===== src/rtl/sa_pkg.sv =====
// Shared definitions for the spatial-array control sequencer:
// field widths, control-word bit positions, the packed program
// entry layout and the sequencer FSM state encoding.
package sa_pkg;

    localparam int CTRL_WIDTH            = 9;
    localparam int WD_BUFFER_DEPTH       = 16;
    localparam int INPUT_BUFFER_DEPTH    = 2;
    localparam int PARTIALS_BUFFER_DEPTH = 2;
    localparam int PROG_DEPTH            = 32;
    localparam int REP_WIDTH             = 8;
    localparam int ITER_WIDTH            = 8;

    localparam int WD_IDX_W   = $clog2(WD_BUFFER_DEPTH);
    localparam int IN_IDX_W   = $clog2(INPUT_BUFFER_DEPTH);
    localparam int PART_IDX_W = $clog2(PARTIALS_BUFFER_DEPTH);
    localparam int PC_W       = $clog2(PROG_DEPTH);

    // Control word bit positions. Bits 0..4 are the cell mux selects,
    // bit 5 is spare, bits 6..8 are the buffer push-valid strobes.
    localparam int CTRL_MUX1      = 0;
    localparam int CTRL_MUX2      = 1;
    localparam int CTRL_MUX3      = 2;
    localparam int CTRL_MUX4      = 3;
    localparam int CTRL_MUX5      = 4;
    localparam int CTRL_SPARE     = 5;
    localparam int CTRL_WD_PUSH   = 6;
    localparam int CTRL_IN_PUSH   = 7;
    localparam int CTRL_PART_PUSH = 8;

    // One program entry, MSB first.
    typedef struct packed {
        logic                  last;
        logic [REP_WIDTH-1:0]  rep;
        logic [PART_IDX_W-1:0] part_idx;
        logic [IN_IDX_W-1:0]   in_idx;
        logic [WD_IDX_W-1:0]   wd_idx;
        logic                  add_sub;
        logic [CTRL_WIDTH-1:0] ctrl;
    } sa_prog_entry_t;

    localparam int ENTRY_W = $bits(sa_prog_entry_t);

    typedef enum logic [1:0] {
        ST_IDLE = 2'd0,
        ST_RUN  = 2'd1,
        ST_DONE = 2'd2
    } sa_seq_state_t;

    // Clears the three push-valid strobes, leaving selects untouched.
    function automatic logic [CTRL_WIDTH-1:0] ctrl_mask_push(input logic [CTRL_WIDTH-1:0] c);
        logic [CTRL_WIDTH-1:0] r;
        r                 = c;
        r[CTRL_WD_PUSH]   = 1'b0;
        r[CTRL_IN_PUSH]   = 1'b0;
        r[CTRL_PART_PUSH] = 1'b0;
        return r;
    endfunction

endpackage


===== src/rtl/sa_prog_mem.sv =====
// Program store for the sequencer: PROG_DEPTH x ENTRY_W register file
// with one synchronous write port, one combinational read port and a
// synchronous clear on reset.
module sa_prog_mem
    import sa_pkg::*;
(
    input  logic               clk,
    input  logic               rst,
    input  logic               we,
    input  logic [PC_W-1:0]    waddr,
    input  logic [ENTRY_W-1:0] wdata,
    input  logic [PC_W-1:0]    raddr,
    output logic [ENTRY_W-1:0] rdata
);

    logic [ENTRY_W-1:0] mem_q [PROG_DEPTH];
    logic [ENTRY_W-1:0] mem_d [PROG_DEPTH];

    // Next memory contents: unchanged except the addressed word on a write.
    always_comb begin
        mem_d = mem_q;
        if (we) begin
            mem_d[waddr] = wdata;
        end
    end

    // Storage array, wiped to zero by reset.
    always_ff @(posedge clk) begin
        if (rst) begin
            for (int i = 0; i < PROG_DEPTH; i++) begin
                mem_q[i] <= '0;
            end
        end else begin
            mem_q <= mem_d;
        end
    end

    assign rdata = mem_q[raddr];

endmodule


===== src/rtl/sa_ctrl_sequencer.sv =====
// Microprogrammed control sequencer for one spatial-array cell column.
// Steps through program entries, holding each for rep+1 live cycles,
// loops the program n_iter times and pulses done at the end.
// Optional feature macro: SA_SEQ_IDX_AUTOINC_EN -- when defined, the
// buffer pop indices advance by one on every live repeat cycle of an
// entry; otherwise they stay at the entry's base values.
module sa_ctrl_sequencer
    import sa_pkg::*;
(
    input  logic                  clk,
    input  logic                  rst,
    input  logic                  prog_we,
    input  logic [PC_W-1:0]       prog_addr,
    input  logic [ENTRY_W-1:0]    prog_wdata,
    output logic                  prog_err,
    input  logic                  start,
    input  logic [PC_W-1:0]       start_pc,
    input  logic [ITER_WIDTH-1:0] n_iter,
    input  logic                  stall,
    input  logic                  abort,
    output logic                  busy,
    output logic                  done,
    output logic [CTRL_WIDTH-1:0] ctrl,
    output logic [WD_IDX_W-1:0]   wd_buffer_pop_index,
    output logic [IN_IDX_W-1:0]   input_buffer_pop_index,
    output logic [PART_IDX_W-1:0] partials_buffer_pop_index,
    output logic                  add_sub
);

    sa_seq_state_t         state_q, state_d;
    logic [PC_W-1:0]       pc_q, pc_d;
    logic [PC_W-1:0]       start_pc_q, start_pc_d;
    logic [REP_WIDTH-1:0]  rep_cnt_q, rep_cnt_d;
    logic [REP_WIDTH-1:0]  cur_rep_q, cur_rep_d;
    logic                  cur_last_q, cur_last_d;
    logic [CTRL_WIDTH-1:0] cur_ctrl_q, cur_ctrl_d;
    logic [ITER_WIDTH-1:0] iter_cnt_q, iter_cnt_d;
    logic [ITER_WIDTH-1:0] n_iter_q, n_iter_d;

    logic [CTRL_WIDTH-1:0] ctrl_q, ctrl_d;
    logic [WD_IDX_W-1:0]   wd_idx_q, wd_idx_d;
    logic [IN_IDX_W-1:0]   in_idx_q, in_idx_d;
    logic [PART_IDX_W-1:0] part_idx_q, part_idx_d;
    logic                  add_sub_q, add_sub_d;
    logic                  busy_q, busy_d;
    logic                  done_q, done_d;
    logic                  prog_err_q, prog_err_d;

    logic                  mem_we;
    logic [PC_W-1:0]       mem_raddr;
    logic [ENTRY_W-1:0]    mem_rdata;
    sa_prog_entry_t        rd_entry;

    logic                  end_of_entry;
    logic [ITER_WIDTH-1:0] iter_limit;
    logic                  more_passes;
    logic [PC_W-1:0]       seq_pc;
    logic                  load_entry;

    // Writes land only while idle; anything else is dropped and flagged.
    assign mem_we = prog_we && (state_q == ST_IDLE);

    sa_prog_mem u_prog_mem (
        .clk   (clk),
        .rst   (rst),
        .we    (mem_we),
        .waddr (prog_addr),
        .wdata (prog_wdata),
        .raddr (mem_raddr),
        .rdata (mem_rdata)
    );

    assign rd_entry = sa_prog_entry_t'(mem_rdata);

    // Sequencing helpers: end of current entry, pass accounting, and the
    // address of the entry that follows (restart, wrap or increment).
    always_comb begin
        end_of_entry = (rep_cnt_q == cur_rep_q);
        iter_limit   = (n_iter_q == '0) ? '0 : (n_iter_q - ITER_WIDTH'(1));
        more_passes  = (iter_cnt_q < iter_limit);
        if (cur_last_q) begin
            seq_pc = start_pc_q;
        end else if (pc_q == PC_W'(PROG_DEPTH - 1)) begin
            seq_pc = '0;
        end else begin
            seq_pc = pc_q + PC_W'(1);
        end
        mem_raddr = (state_q == ST_IDLE) ? start_pc : seq_pc;
    end

    // FSM next-state, counters and next values of all registered outputs.
    always_comb begin
        state_d    = state_q;
        pc_d       = pc_q;
        start_pc_d = start_pc_q;
        rep_cnt_d  = rep_cnt_q;
        cur_rep_d  = cur_rep_q;
        cur_last_d = cur_last_q;
        cur_ctrl_d = cur_ctrl_q;
        iter_cnt_d = iter_cnt_q;
        n_iter_d   = n_iter_q;
        ctrl_d     = ctrl_q;
        wd_idx_d   = wd_idx_q;
        in_idx_d   = in_idx_q;
        part_idx_d = part_idx_q;
        add_sub_d  = add_sub_q;
        busy_d     = busy_q;
        done_d     = 1'b0;
        prog_err_d = prog_we && (state_q != ST_IDLE);
        load_entry = 1'b0;

        case (state_q)
            ST_IDLE: begin
                if (start) begin
                    state_d    = ST_RUN;
                    pc_d       = start_pc;
                    start_pc_d = start_pc;
                    n_iter_d   = n_iter;
                    iter_cnt_d = '0;
                    busy_d     = 1'b1;
                    load_entry = 1'b1;
                end
            end

            ST_RUN: begin
                if (stall) begin
                    ctrl_d = ctrl_mask_push(cur_ctrl_q);
                end else if (!end_of_entry) begin
                    rep_cnt_d = rep_cnt_q + REP_WIDTH'(1);
                    ctrl_d    = cur_ctrl_q;
`ifdef SA_SEQ_IDX_AUTOINC_EN
                    wd_idx_d   = wd_idx_q + WD_IDX_W'(1);
                    in_idx_d   = in_idx_q + IN_IDX_W'(1);
                    part_idx_d = part_idx_q + PART_IDX_W'(1);
`endif
                end else if (cur_last_q && !more_passes) begin
                    state_d    = ST_DONE;
                    busy_d     = 1'b0;
                    done_d     = 1'b1;
                    ctrl_d     = '0;
                    wd_idx_d   = '0;
                    in_idx_d   = '0;
                    part_idx_d = '0;
                    add_sub_d  = 1'b0;
                end else begin
                    if (cur_last_q) begin
                        iter_cnt_d = iter_cnt_q + ITER_WIDTH'(1);
                    end
                    pc_d       = seq_pc;
                    load_entry = 1'b1;
                end
            end

            ST_DONE: begin
                state_d = ST_IDLE;
            end

            default: begin
                state_d = ST_IDLE;
            end
        endcase

        if (load_entry) begin
            rep_cnt_d  = '0;
            cur_rep_d  = rd_entry.rep;
            cur_last_d = rd_entry.last;
            cur_ctrl_d = rd_entry.ctrl;
            ctrl_d     = rd_entry.ctrl;
            wd_idx_d   = rd_entry.wd_idx;
            in_idx_d   = rd_entry.in_idx;
            part_idx_d = rd_entry.part_idx;
            add_sub_d  = rd_entry.add_sub;
        end

        if (abort) begin
            state_d    = ST_IDLE;
            rep_cnt_d  = '0;
            busy_d     = 1'b0;
            done_d     = 1'b0;
            ctrl_d     = '0;
            wd_idx_d   = '0;
            in_idx_d   = '0;
            part_idx_d = '0;
            add_sub_d  = 1'b0;
        end
    end

    // State, counter and output registers with synchronous reset.
    always_ff @(posedge clk) begin
        if (rst) begin
            state_q    <= ST_IDLE;
            pc_q       <= '0;
            start_pc_q <= '0;
            rep_cnt_q  <= '0;
            cur_rep_q  <= '0;
            cur_last_q <= 1'b0;
            cur_ctrl_q <= '0;
            iter_cnt_q <= '0;
            n_iter_q   <= '0;
            ctrl_q     <= '0;
            wd_idx_q   <= '0;
            in_idx_q   <= '0;
            part_idx_q <= '0;
            add_sub_q  <= 1'b0;
            busy_q     <= 1'b0;
            done_q     <= 1'b0;
            prog_err_q <= 1'b0;
        end else begin
            state_q    <= state_d;
            pc_q       <= pc_d;
            start_pc_q <= start_pc_d;
            rep_cnt_q  <= rep_cnt_d;
            cur_rep_q  <= cur_rep_d;
            cur_last_q <= cur_last_d;
            cur_ctrl_q <= cur_ctrl_d;
            iter_cnt_q <= iter_cnt_d;
            n_iter_q   <= n_iter_d;
            ctrl_q     <= ctrl_d;
            wd_idx_q   <= wd_idx_d;
            in_idx_q   <= in_idx_d;
            part_idx_q <= part_idx_d;
            add_sub_q  <= add_sub_d;
            busy_q     <= busy_d;
            done_q     <= done_d;
            prog_err_q <= prog_err_d;
        end
    end

    assign ctrl                      = ctrl_q;
    assign wd_buffer_pop_index       = wd_idx_q;
    assign input_buffer_pop_index    = in_idx_q;
    assign partials_buffer_pop_index = part_idx_q;
    assign add_sub                   = add_sub_q;
    assign busy                      = busy_q;
    assign done                      = done_q;
    assign prog_err                  = prog_err_q;

endmodule


===== config.mk =====
export PLATFORM = sky130hd
export DESIGN_NAME = sa_ctrl_sequencer
export DESIGN_NICKNAME = d
export VERILOG_FILES = /design/src/rtl/sa_pkg.sv /design/src/rtl/sa_prog_mem.sv /design/src/rtl/sa_ctrl_sequencer.sv
export SDC_FILE = /design/constraint.sdc
export NUM_CORES = 2
export LEC_CHECK = 0
export CAP_MARGIN = 25
export CORE_MARGIN = 3
export CORE_UTILIZATION = 55
export CTS_CLUSTER_SIZE = 24
export DETAILED_ROUTE_END_ITERATION = 6
export GPL_TIMING_DRIVEN = 0
export MAX_ROUTING_LAYER = met4
export PLACE_DENSITY = 0.7
export SLEW_MARGIN = 20
export SYNTH_ARGS = -nofsm -noshare
export SYNTH_HDL_FRONTEND = slang
export SYNTH_SLANG_ARGS = --single-unit

===== constraint.sdc =====
create_clock -name clk -period 4.3 [get_ports clk]
set_input_delay 0.86 -clock clk [delete_from_list [all_inputs] [get_ports clk]]
set_output_delay 0.86 -clock clk [all_outputs]
set_load 0.02 [all_outputs]

# ---- Word-level counts from Yosys, hierarchy flattened
# Cells that the tools add are included.
dict set report classes {
  add_sub_neg 4
  order_cmp 4
  n_eq_ne 11
  mux 51
  bitwise 5
  reduce_logical 23
}
# op n
set op_table {}
lappend op_table {{bitwise mux 800 bit} 1}
lappend op_table {{binary-select mux 25 bit (select 5 bit)} 1}
lappend op_table {{demux 25 bit (select 5 bit)} 1}
lappend op_table {{two-way mux 25 bit} 3}
lappend op_table {{two-way mux 8 bit} 6}
lappend op_table {{two-way mux 9 bit} 5}
lappend op_table {{two-way mux 5 bit} 7}
lappend op_table {{two-way mux 4 bit} 5}
lappend op_table {{adder 8 x 1 -> 8 bit (second input constant)} 2}
lappend op_table {{one-hot mux 8 bit (2 select lines)} 1}
lappend op_table {{two-way mux 1 bit} 13}
lappend op_table {{greater-or-equal comparator 6 bit (second input constant)} 2}
lappend op_table {{!= test 2 bit (second input constant)} 6}
lappend op_table {{inverter 5 -> 6 bit} 2}
lappend op_table {{one-hot mux 5 bit (2 select lines)} 1}
lappend op_table {{AND reduction 5 bit} 2}
lappend op_table {{nonzero test 2 bit} 5}
lappend op_table {{== test 8 bit} 1}
lappend op_table {{zero test 8 bit} 1}
lappend op_table {{< comparator 8 bit} 1}
lappend op_table {{two-way mux 2 bit} 4}
lappend op_table {{AND reduction 4 bit} 2}
lappend op_table {{subtractor 8 x 1 -> 8 bit (second input constant)} 1}
lappend op_table {{< comparator 6 x 1 -> 1 bit (second input constant)} 1}
lappend op_table {{other kinds (17)} 24}
dict set report totals {
  regBits 873
  in_bits 49
  out_inout_bits 19
  wordCells 147
}

# ---- Logic depth before layout (Yosys ltp)
dict set report depth {
  word_depth 11
  mapped_depth 16
  ltp_nobuf 14
}

# ---- Cells and area by module
# From an unflattened synthesis, not the netlist that was laid out.
dict set report unflattened {
  hier_cells 4906
  area_unflattened_um2 38117.8
}
# module n_inst cells_per_inst area_each_um2
set modules_own_cells {}
lappend modules_own_cells {sa_prog_mem 1 4498 34775.9}
lappend modules_own_cells {sa_ctrl_sequencer 1 408 3342.0}

# ---- Least setup slack after synthesis
# OpenSTA, ideal clock, no wires.
dict set report synth_timing {
  path_kind {reg2reg}
  start {register n_iter_q[0]}
  end {register cur_last_q}
  setup_time_ps 95
  arrival_ps 3226
  required_ps 4205
  slack_ps 979
  stages_incl_launch_ff 17
  path_cell_list {dfxtp_1 > inv_1 > ha_1 > or4b_1 > clkbuf_1 > nand2b_1 > nand2b_1 > ha_1 > o211ai_1 > nand3b_1 > a32oi_2 > and3_1 > nor2_2 > or3_1 > buf_2 > or2_0 > o311ai_1}
}
dict set report synth_between {
  elab_chain_len 9
  word_cells_on_any_way 10
  cone_classes {1 x add/sub; 1 x order compare; 5 x mux; 3 x reduce/logical}
}
# item line_no
set synth_lines {}
lappend synth_lines {{from (decl)} sa_ctrl_sequencer.sv:38} ;# logic [ITER_WIDTH-1:0] n_iter_q, n_iter_d;
lappend synth_lines {{from (signal assigned)} sa_ctrl_sequencer.sv:217} ;# n_iter_q <= n_iter_d;
lappend synth_lines {{subtractor 8 x 1 -> 8 bit / zero test 8 bit (equally long branches)} sa_ctrl_sequencer.sv:79} ;# iter_limit = (n_iter_q == '0) ? '0 : (n_iter_q - ITER_WIDTH'(1));
lappend synth_lines {{two-way mux 8 bit (*)} sa_ctrl_sequencer.sv:79}
lappend synth_lines {{< comparator 8 bit (*)} sa_ctrl_sequencer.sv:80} ;# more_passes = (iter_cnt_q < iter_limit);
lappend synth_lines {{zero test 1 bit (*)} sa_ctrl_sequencer.sv:136} ;# end else if (cur_last_q && !more_passes) begin
lappend synth_lines {{logical AND 1 bit (*)} sa_ctrl_sequencer.sv:136}
lappend synth_lines {{two-way mux 1 bit (*)} sa_ctrl_sequencer.sv:136}
lappend synth_lines {{two-way mux 1 bit (*)} sa_ctrl_sequencer.sv:128} ;# end else if (!end_of_entry) begin
lappend synth_lines {{two-way mux 1 bit (*)} sa_ctrl_sequencer.sv:126} ;# if (stall) begin
lappend synth_lines {{one-hot mux 1 bit (2 select lines) (*)} sa_ctrl_sequencer.sv:112} ;# case (state_q)
lappend synth_lines {{to (signal assigned)} sa_ctrl_sequencer.sv:214} ;# cur_last_q <= cur_last_d;
lappend synth_lines {{to (decl)} sa_ctrl_sequencer.sv:35} ;# logic cur_last_q, cur_last_d;
# Every way passes the cells marked *; elsewhere a longest branch is shown, timed or not.
# A chain may end at the register's enable or synchronous reset.

# ---- Final worst setup path
dict set report layout_timing {
  start {register pc_q[0]}
  end {register wd_idx_q[0] (netlist: wd_buffer_pop_index[0])}
}
dict set report layout_between {
  elab_chain_len 9
  word_cells_on_any_way 10
  cone_classes {1 x add/sub; 1 x eq/ne; 7 x mux; 1 x bitwise}
}
# item line_no
set layout_lines {}
lappend layout_lines {{from (decl)} sa_ctrl_sequencer.sv:31} ;# logic [PC_W-1:0] pc_q, pc_d;
lappend layout_lines {{from (signal assigned)} sa_ctrl_sequencer.sv:210} ;# pc_q <= pc_d;
lappend layout_lines {{adder 5 x 1 -> 5 bit / == test 5 bit (equally long branches)} {sa_ctrl_sequencer.sv:86, sa_ctrl_sequencer.sv:83}}
lappend layout_lines {{two-way mux 5 bit (*)} sa_ctrl_sequencer.sv:83} ;# end else if (pc_q == PC_W'(PROG_DEPTH - 1)) begin
lappend layout_lines {{two-way mux 5 bit (*)} sa_ctrl_sequencer.sv:81} ;# if (cur_last_q) begin
lappend layout_lines {{two-way mux 5 bit (*)} sa_ctrl_sequencer.sv:88} ;# mem_raddr = (state_q == ST_IDLE) ? start_pc : seq_pc;
lappend layout_lines {{inverter 5 -> 6 bit (implied by the code) (*)} sa_prog_mem.sv:38} ;# assign rdata = mem_q[raddr];
lappend layout_lines {{binary-select mux 25 bit (select 5 bit) (*)} sa_prog_mem.sv:38}
lappend layout_lines {{two-way mux 25 bit (implied by the code) (*) (2 in a row)} sa_prog_mem.sv:38}
lappend layout_lines {{two-way mux 4 bit (*)} sa_ctrl_sequencer.sv:163} ;# if (load_entry) begin
lappend layout_lines {{to (signal assigned)} sa_ctrl_sequencer.sv:219} ;# wd_idx_q <= wd_idx_d;
lappend layout_lines {{to (decl)} sa_ctrl_sequencer.sv:41} ;# logic [WD_IDX_W-1:0] wd_idx_q, wd_idx_d;
# Every way passes the cells marked *; elsewhere a longest branch is shown, timed or not. The select of a mux whose other input is x is not followed.

==> results by group <==
Outcome
  • Status: finished with violations
  • Violated checks: DRC, setup timing

Power
  • Switching share of power: 0.2604
  • Pwr Density: 436.7 nW/um^2
  • Pleak: about 0.014 uW
  • Flop pwr share: 0.438
  • Total Power: around 19000 uW
  • Comb power frac: 0.097
  • Sw Pwr: 4884 uW
  • Clock power frac: 0.465
  • Maximum vdd drop: a little under 0.3 mV
  • Pint: 13870 uW

Setup path
  • Crit. End Element: flip-flop
  • CP startpoint kind: flip-flop
  • Crit Path Category: reg2reg
  • Worst EP required: just under 5 ns
  • CP Launch Point: pc_q[0]$_SDFFE_PP0P_
  • Crit Path Max Fanout: 10
  • FF-to-FF Start: pc_q[0]$_SDFFE_PP0P_
  • Reg-to-Reg End: wd_buffer_pop_index[0]$_SDFFE_PP0P_
  • Critical path arrival: around 5.0 ns
  • Flop2flop setup slack: -0.12 ns
  • R2r worst-path depth: 12

Logic synthesis
  • Asr flop ratio synth: 0
  • Synthesized flop and latch total: 873
  • YS warnings: 0
  • Compound-gate portion of the synthesized area: 0.1620
  • Synth Instances: about 5000
  • Top_reg_cell synth: dfxtp_1
  • Largest family of logic cells by synthesized area: simple AND/OR/NAND/NOR gates
  • Yosys top cell area share: 0.4635
  • Top post-synthesis cells by area: dfxtp_1 46%, nand2_1 19%, a21oi_1 12%
  • Syn Area/Cell: 7.612 sq um
  • Syn_nets: between 5000 and 6000
  • Post-synth top area cell: dfxtp_1
  • Synth Area in XOR/XNOR: 0.005575
  • Adder-Cell Fraction of Synth Area: 0.003982
  • Number of synthesized flops with an enable pin: 0
  • Seq/Total Area, Yosys: 0.4635
  • Synth unique cells: 72
  • Post-synthesis simple-gate area fraction: 0.2369
  • Multiplexer share of the synthesized area: 0.08164
  • Mapped Area: ~38000 sq um

Finish
  • Multi-input gate area: 18580 sq um
  • FF/Latch Area: 17480 sq um
  • Layout fillers: 6131
  • Ratio of cells with drive above 1 in the final layout: 0.06109
  • # nets final: 5181
  • Area growth from synthesis to layout: 13.89%

Route
  • Vias per inst: between 6 and 7
  • ANT nets after route: 0
  • Top sig layer: met4
  • Final WL: ~160 mm
  • M1 wire length: ~59 mm
  • Avg WL per Cell: roughly 27 um
  • Via Count: around 38000
  • Drt first pass iters: 7
  • Met2 wire length: 66.37 mm
  • Metal3 WL: just over 20 mm
  • DRT iter0 DRCs: 5489
  • Remaining DRCs: 2

CTS
  • Worst-path clk slew: around 0.060 ns
  • Root buf cell: clkbuf_16
  • Max Root-Sink Buffers: 3
  • Hold buffer count at CTS: 0
  • Sink Count: between 800 and 900
  • TritonCTS clock tree: yes
  • H-tree Lvls: 3
  • Worst-Skew Late Latency: around 0.67 ns
  • CTS Buf Count: ~90

STA
  • Worst Tran Pin Value: between 1 and 1.5 ns
  • Max-slew violations: 0
  • Clk_skew: 0.03282 ns
  • Fmax: approximately 230 MHz
  • Final Hold Violating Endpoints: 0
  • Final Cycle Share: 1.028
  • RSZ-0062 raised after global routing: false
  • Slew margin rel.: 0.1437
  • Final setup viols: 4
  • Post-route setup slack: -0.1191 ns
  • Min cycle time layout: approximately 4.4 ns
  • Final hold slack: between 0.4 and 0.5 ns

Die
  • Row Count: 95
  • Die area: 71730 sq um
  • # IOs: 68
  • Core ar.: ~68000 sq um
  • Starting Density: 0.5585
  • Die W: roughly 270 um
  • Die Ht: between 200 and 300 um

Placement
  • Port buffer count: 66
  • Detailed-placement wirelength estimate: ~120 mm
  • GPL Wtd Cong: between 1 and 1.5
  • Pre-CTS WS: -0.8198 ns

Run
  • Max-Cap Viols: 0

GRT
  • First-pass GRT wire length: 228.3 mm
  • Total track usage: 0.4494
  • Largest net degree at the start of global routing: 15
  • Initial antenna violation count: 3
  • Vias in the first global route: about 34000
  • GRT overflow: 0

Hold path
  • Endpoint, Worst Hold: u_prog_mem.mem_q[344]$_SDFFE_PP0P_
  • Worst Hold Class: reg2reg
  • Hold depth: 2
  • Hold_sp: u_prog_mem.mem_q[344]$_SDFFE_PP0P_
[power groups by stage]
stage / Combinational [uW] / Clock [uW] / Sequential, uW
4_1_cts: 1690 / 8690 / 8210
5_1_grt: 1800 / 8990 / 8210
2_1_floorplan: 869 / 0 / 8380
3_3_place_gp: 1660 / 0 / 8390
3_5_place_dp: 1680 / 0 / 8390
6_report: 1820 / 8730 / 8210
[metrics by stage]
step	area, sq um	setup TNS [ns]	std cells	util
CTS	42830	0	6060	0.6344
global route	42940	0	6064	0.6360
global placement	39460	-9.495	5892	0.5844
finish	42940	-0.2426	6065	0.6360
detailed placement	39540	-7.392	5898	0.5857
floorplan	37700	0	4953	-
[critical path: stages, from the launching register on]
cell	delay (ns)
dfxtp_1	0.39
ha_1	0.21
and3_1	0.17
ha_1	0.19
nor2_1	0.07
nand3_1	0.32
nand2_2	0.31
nand3_1	0.41
clkbuf_1	0.99
o22ai_1	0.41
nor4_1	0.49
a21oi_1	0.15
a22o_1	0.19
[cells by family (layout without fill, tap and decap cells)]
| family | after synthesis | after routing |
|---|---|---|
| AND/OR/NAND/NOR | 2245 | 2245 |
| multiplexers | 266 | 266 |
| XOR/XNOR | 24 | 24 |
| other | 0 | 3 |
| buffers and inverters | 417 | 653 |
| flip-flops | 873 | 873 |
| AO/OA/AOI/OAI | 1116 | 1116 |
| adder cells (fa/ha/maj) | 12 | 12 |
[timing repair]
| action | CTS | global route |
|---|---|---|
| setup endpoints to repair | 6 | 15 |
| buffers inserted | 0 | 1 |
| resized for setup | 6 | 24 |
| pin swaps | 0 | 1 |
| cloned | 0 | 0 |
[cells in the mapped netlist, types with 8 or more instances]
cell type	number
dfxtp_1	873
xor2_1	14
nor3_1	20
nand4_1	27
nor2_1	110
xnor2_1	10
o211ai_1	20
a22o_1	8
a22oi_1	14
nor4_1	19
a31oi_1	8
mux2i_1	231
nand3_1	78
clkbuf_1	330
buf_4	16
nand2_1	1916
o221ai_1	8
ha_1	12
buf_2	58
and3_1	10
a32oi_1	11
mux4_2	33
a21oi_1	869
a211oi_1	10
o21ai_0	23
or4_1	9
nand3b_1	11
o22ai_1	108
[cell type report]
| type | count | area share |
|---|---|---|
| Sequential cell | 873 | 0.4070 |
| Clock buffer | 127 | 0.06329 |
| Clock inverter | 35 | 0.01302 |
| Tap cell | 873 | 0.02544 |
| Multi-Input combinational cell | 3663 | 0.4326 |
| Antenna cell | 3 | 0.0001748 |
| Buffer | 412 | 0.04079 |
| Inverter | 5 | 0.0004371 |
| Timing Repair Buffer | 74 | 0.01725 |
[sequential cells by signal, indices dropped and copies added, names as in the netlist, 4 cells and up]
signal / flops
start_pc_q: 5
n_iter_q: 8
rep_cnt_q: 8
wd_buffer_pop_index: 4
cur_ctrl_q: 9
pc_q: 5
u_prog_mem.mem_q: 800
ctrl: 9
cur_rep_q: 8
iter_cnt_q: 8
[layer usage]
layer	up-vias	track usage
met3	656	0.1072
met4	0	0.3334
met5	-	-
li1	16960	-
met1	18130	0.5565
met2	2588	0.6373
[worst max-delay path by stage]
stage,slack [ns],endpoint
CTS,0.02,add_sub$_SDFFE_PP0P_
detailed placement,-0.82,input_buffer_pop_index$_SDFFE_PP0P_
global placement,-0.88,input_buffer_pop_index$_SDFFE_PP0P_
global route,0.004,cur_last_q$_SDFFE_PP0P_
finish,-0.12,wd_buffer_pop_index[0]$_SDFFE_PP0P_
floorplan,0.98,cur_last_q$_SDFFE_PP0P_
[cell usage in the layout, fill, tap and decap left out, types with 7 or more instances in the layout]
| cell | netlist | routed |
|---|---|---|
| nand4_1 | 27 | 27 |
| bufinv_16 | 0 | 15 |
| ha_1 | 12 | 12 |
| buf_2 | 58 | 55 |
| clkdlybuf4s50_1 | 0 | 66 |
| nand2b_1 | 7 | 7 |
| nor4_1 | 19 | 15 |
| nand3b_1 | 11 | 11 |
| o211ai_1 | 20 | 20 |
| clkinv_2 | 0 | 17 |
| o221ai_1 | 8 | 8 |
| nand2_1 | 1916 | 1916 |
| mux4_2 | 33 | 33 |
| xor2_1 | 14 | 14 |
| a22oi_1 | 14 | 14 |
| nand3_1 | 78 | 78 |
| o22ai_1 | 108 | 107 |
| buf_4 | 16 | 19 |
| a31oi_1 | 8 | 8 |
| or4_1 | 9 | 9 |
| o21ai_0 | 23 | 21 |
| nor3_1 | 20 | 16 |
| a21oi_1 | 869 | 868 |
| a32oi_1 | 11 | 11 |
| dfxtp_1 | 873 | 873 |
| and3_1 | 10 | 9 |
| a22o_1 | 8 | 8 |
| nor2_1 | 110 | 108 |
| xnor2_1 | 10 | 10 |
| clkbuf_8 | 0 | 22 |
| clkbuf_1 | 330 | 335 |
| buf_6 | 7 | 10 |
| mux2i_1 | 231 | 229 |
| clkbuf_16 | 0 | 95 |
| a211oi_1 | 10 | 10 |
No activity file was read; power rests on OpenSTA's default activity.
